### src/rtl/payload_bus_scheduler.sv
// payload_bus_scheduler: round-robin owner of the shared payload bus.
// Grants one PE per burst, counts beats, flags the last one, releases.
// Ports: clk, rst_n (sync, active-low); req/req_len per-PE requests
// (len = beats-1); beat_valid from datapath; grant/grant_id registered
// owner; busy (XFER|RELEASE); beat_cnt; last_beat; done (RELEASE pulse);
// timeout (stall abort pulse, only with PAYLOAD_TIMEOUT_EN, else 0).
// Optional macro: PAYLOAD_TIMEOUT_EN enables the stall watchdog.
module payload_bus_scheduler #(
    parameter int NUM_PE      = 10,
    parameter int ID_W        = 4,
    parameter int LEN_W       = 4,
    parameter int TIMEOUT_CYC = 64
) (
    input  logic                    clk,
    input  logic                    rst_n,
    input  logic [NUM_PE-1:0]       req,
    input  logic [NUM_PE*LEN_W-1:0] req_len,
    input  logic                    beat_valid,
    output logic [NUM_PE-1:0]       grant,
    output logic [ID_W-1:0]         grant_id,
    output logic                    busy,
    output logic [LEN_W-1:0]        beat_cnt,
    output logic                    last_beat,
    output logic                    done,
    output logic                    timeout
);

    if ((1 << ID_W) < NUM_PE || TIMEOUT_CYC < 2) begin : g_bad_cfg
        $error("payload_bus_scheduler: bad parameters");
    end

    typedef enum logic [1:0] {IDLE, XFER, RELEASE} state_t;

    localparam int PW = ID_W + 2;

    state_t            state;
    logic [ID_W-1:0]   rr_ptr;
    logic [LEN_W-1:0]  len_q;
    logic              abort;

    logic [PW-1:0]     sh;
    logic [PW-1:0]     sum;
    logic [NUM_PE-1:0] rot;
    logic [ID_W-1:0]   win_id;
    logic [NUM_PE-1:0] win_oh;
    logic [LEN_W-1:0]  win_len;

    // rot[j] is the request of PE (rr_ptr+1+j) mod NUM_PE; the lowest
    // set j is the winner, so the last owner is searched last.
    always_comb begin
        sh     = PW'(rr_ptr) + PW'(1);
        rot    = NUM_PE'({req, req} >> sh);
        sum    = '0;
        win_id = '0;
        for (int j = NUM_PE - 1; j >= 0; j--) begin
            sum = PW'(rr_ptr) + PW'(j + 1);
            if (sum >= PW'(NUM_PE)) sum = sum - PW'(NUM_PE);
            if (rot[j]) win_id = sum[ID_W-1:0];
        end
        win_oh  = '0;
        win_len = '0;
        for (int p = 0; p < NUM_PE; p++) begin
            if (win_id == ID_W'(p)) begin
                win_oh[p] = 1'b1;
                win_len   = req_len[p*LEN_W +: LEN_W];
            end
        end
    end

    assign last_beat = (state == XFER) && (beat_cnt == len_q);
    assign busy      = (state != IDLE);
    assign done      = (state == RELEASE);

    always_ff @(posedge clk) begin
        if (!rst_n) begin
            state    <= IDLE;
            grant    <= '0;
            grant_id <= '0;
            rr_ptr   <= ID_W'(NUM_PE - 1);
            len_q    <= '0;
            beat_cnt <= '0;
        end else begin
            unique case (state)
                IDLE: begin
                    if (|req) begin
                        grant    <= win_oh;
                        grant_id <= win_id;
                        rr_ptr   <= win_id;
                        len_q    <= win_len;
                        beat_cnt <= '0;
                        state    <= XFER;
                    end
                end
                XFER: begin
                    if (beat_valid && !last_beat) begin
                        beat_cnt <= beat_cnt + 1'b1;
                    end else if (beat_valid || abort) begin
                        grant    <= '0;
                        grant_id <= '0;
                        beat_cnt <= '0;
                        state    <= RELEASE;
                    end
                end
                RELEASE: state <= IDLE;
                default: state <= IDLE;
            endcase
        end
    end

`ifdef PAYLOAD_TIMEOUT_EN
    localparam int TW = $clog2(TIMEOUT_CYC);

    logic [TW-1:0] stall;

    assign abort = (state == XFER) && !beat_valid
                && (stall == TW'(TIMEOUT_CYC - 1));

    // stall is zero in IDLE, so it starts cleared on XFER entry.
    always_ff @(posedge clk) begin
        if (!rst_n) begin
            stall   <= '0;
            timeout <= 1'b0;
        end else begin
            timeout <= abort;
            if (state != XFER || beat_valid || abort) stall <= '0;
            else stall <= stall + 1'b1;
        end
    end
`else
    assign abort   = 1'b0;
    assign timeout = 1'b0;
`endif

endmodule
### config.mk
export PLATFORM = sky130hd
export DESIGN_NAME = payload_bus_scheduler
export DESIGN_NICKNAME = d
export VERILOG_FILES = /design/src/rtl/payload_bus_scheduler.sv
export SDC_FILE = /design/constraint.sdc
export NUM_CORES = 1
export LEC_CHECK = 0
export ABC_CLOCK_PERIOD_IN_PS = 5600
export BUFFER_PORTS_ARGS = -buffer_cell sky130_fd_sc_hd__buf_2
export CAP_MARGIN = 20
export CORE_MARGIN = 2
export CORE_UTILIZATION = 50
export CTS_CLUSTER_SIZE = 16
export DETAILED_ROUTE_END_ITERATION = 6
export GPL_ROUTABILITY_DRIVEN = 0
export MAX_ROUTING_LAYER = met4
export PLACE_DENSITY = 0.73
export SLEW_MARGIN = 20
export SYNTH_ARGS = -nofsm -noshare
export SYNTH_HDL_FRONTEND = slang
export SYNTH_SLANG_ARGS = --single-unit
### constraint.sdc
create_clock -name clk -period 5.6 [get_ports clk]
set_clock_uncertainty 0.15 [all_clocks]
set_input_delay 0.56 -clock clk [delete_from_list [all_inputs] [get_ports clk]]
set_output_delay 0.56 -clock clk [all_outputs]
set_load 0.005 [all_outputs]
==> impl_metrics.yaml <==
outcome:
  status: "finished, final reports clean"
clock_network:
  path_clk_slew_ns: 0.09
  post_cts_resized: 0
  cts_tree: "built"
  htreeDepth: 1
  cts_buffers: 3
  cts-root-buf: "clkbuf_8"
  cts.sinks: 28
  clockBufferDepth: 2
  cts_setup_buffers: 0
  cts_hold_buffers: 0
  clk_latency_ns: 0.27
drt:
  via_per_inst: 6.495
  vias: 4326
  drc: 0
  wirelength_um: 12280
  wl_per_cell_um: 18.44
  antenna_left: 0
  dr.pass1.iters: 5
  drtIter0Drc: 384
run:
  maxCapViolCount: 0
timing:
  max_freq_mhz: 197.8
  hold_viol: 0
  rsz0062_at_grt: "false"
  slew_headroom_pct: 32.18
  tightest_slew_ns: 1.016
  post-route-period-util_pct: 90.26
  fin_tns_setup_ns: 0
  drv_slew: 0
  fin_crit_ns: 5.055
  setup_viol: 0
synth:
  synth.largest_area_cell: "dfxtp_1"
  yosysSeqAreaShare_pct: 13.41
  yosysUniqueCellTypes: 86
  ys.warnings.count: 0
  netlist_area_mm2: 0.004179
  synth.net_count: 585
  synth_edf_count: 0
  yosys.area.top_type_share_pct: 13.41
  synth_area_leaders: "dfxtp_1 13%, mux4_2 8.1%, ha_1 6.9%"
  synth-seq-cells: 28
  synthCells: 508
  syn_avg_cell_area_um2: 8.226
  synthArstFlopShare_pct: 0
  ys.flop_type: "dfxtp_1"
floorplan:
  dieArea_mm2: 0.009105
  die_x_um: 95.42
  die_h_um: 95.42
  start_util_pct: 51.12
  io-pin-count: 75
  rows: 33
  core_mm2: 0.008175
cells_and_area:
  final_common_cell: "buf_2"
  drive_above_1_share_pct: 24.78
  finalNetCount: 639
  n_fill_cell: 771
  multi_input_area_mm2: 0.003332
  fin_area_mm2: 0.004609
  final_cell_mix: "73 x buf_2, 43 x nand2_1, 26 x dfxtp_1"
  syn_to_final_growth_pct: 10.30
  stdcell_count: 666
  seqCellArea_um2: 563.0
  diodes: 0
power:
  powerDensity_mw_per_mm2: 662.9
  p_leak_nw: 1.923
  ir_worst_vdd_uv: 347.0
global_routing:
  grt_usage_pct: 27.61
  grt_pass1_wl_um: 19670
  grt_remaining_overflow: 0
  antenna_found_initial: 0
  grt_pass1_vias: 3955
  grt_max_degree: 52
placed_design:
  portBuffers: 73
  postPlaceCellArea_mm2: 0.004538
  dpl.hpwl_um: 9084
  placed_cells: 662
critical_path:
  critPathKind: "flip-flop to flip-flop"
  crit_chain: "buf_4 -> ha_1 -> xnor2_1 -> ha_1 -> and3b_1 -> o21ai_0 -> nand4_1 -> nand3_1 -> a21oi_1 -> o311a_1 -> o21ai_2 -> nand2_1 -> nor2_1 -> a221o_1 -> o32ai_2"
  required_ns: 5.60
  critical_path.most_common_cell: "ha_1"
  critPathLaunchType: "flip-flop"
  slowest_stage: "dfxtp_2"
  worstPathArrival_ns: 5.05
  worst_path_largest_cell_delay_ns: 0.63
  path_max_fanout: 24
  cp-end-kind: "flip-flop"
min_path:
  hold_class: "flip-flop to flip-flop"
## state kept, by name, indices dropped and copies added (netlist names)
name	cells
grant	10
beat_cnt	4
grant_id	4
len_q	4
rr_ptr	4
state	2
## synthesized netlist by cell type (7+ instances only)
library cell and number:
a211oi_1 8, a21o_1 7, a21oi_1 24, a22o_1 17
a22oi_1 9, a31oi_1 10, and2_1 7, buf_2 7
buf_6 7, clkbuf_1 12, dfxtp_1 28, ha_1 23
inv_1 18, mux2_2 13, mux2i_1 21, mux4_2 15
nand2_1 43, nand2b_1 13, nand3_1 17, nor2_1 23
nor2b_1 13, nor3_1 9, o21ai_0 21, o22ai_1 7
xnor2_1 20
## path summary, 6_finish.rpt
kind               startpoint  depth (start not counted)           to  slack (ns)
hold reg to reg   grant_id[1]                          2  grant_id[1]        0.31
hold / removal    grant_id[1]                          2  grant_id[1]        0.31
setup reg to reg    rr_ptr[1]                         15     len_q[2]        0.55
setup / recovery    rr_ptr[1]                         15     len_q[2]        0.55
## metrics by stage
step | hold slack, ns | utilization [%] | power, mW | worst slack [ns]
final | 0.3124 | 56.38 | 3.056 | 0.5452
after global routing | 0.3288 | 56.38 | 3.316 | 0.2377
after CTS | 0.3132 | 56.38 | 3.001 | 0.6072
after detailed placement | 0.2951 | 55.51 | 2.827 | 0.6755
after global placement | 0.2810 | 55.51 | 2.803 | 0.7298
after floorplan | 0.2888 | - | 2.337 | 1.620
## critical path: cells and delay by family (launching register included)
family                     cells  cell delay, ns
adders and majority gates      2            0.92
xor gates and xnor gates       1            0.28
buffers and inverters          1            0.41
DFF                            1            0.63
and+or+nand+nor                5            1.14
AOI/OAI and AO/OA              6            1.39
## metal layers
metal	wire length [um]	vias to the layer above	track usage [%]
li1	-	2040	-
met4	219	0	6.071
met2	5839	213	44.19
met5	0	-	-
met1	5364	2053	38.68
met3	854	20	1.660
## report_power, final
group	switching, mW	internal (mW)
Clock	0.0610	0.0956
Sequential	0.0689	0.257
Combinational	1.53	1.04
## cells by family (layout without fill, tap and decap cells)
logic type	count (synthesis)	after routing	share of synthesized area, %
XOR/XNOR	22	22	4.611
AND/OR/NAND/NOR	163	163	20.90
flip-flops	28	28	13.41
other	1	1	0.08973
AO/OA/AOI/OAI	165	165	29.61
adder cells (fa/ha/maj)	24	24	7.365
multiplexers	50	50	17.16
buffers and inverters	55	108	6.856
## final cells by class
class                           instances  area share, %
Clock inverter                          1         0.6515
Multi-Input combinational cell        425          72.29
Clock buffer                            3         0.8958
Timing Repair Buffer                   81          9.229
Tap cell                              105          2.850
Inverter                               23          1.873
Sequential cell                        28          12.21
Power figures use the tool's default switching activity.
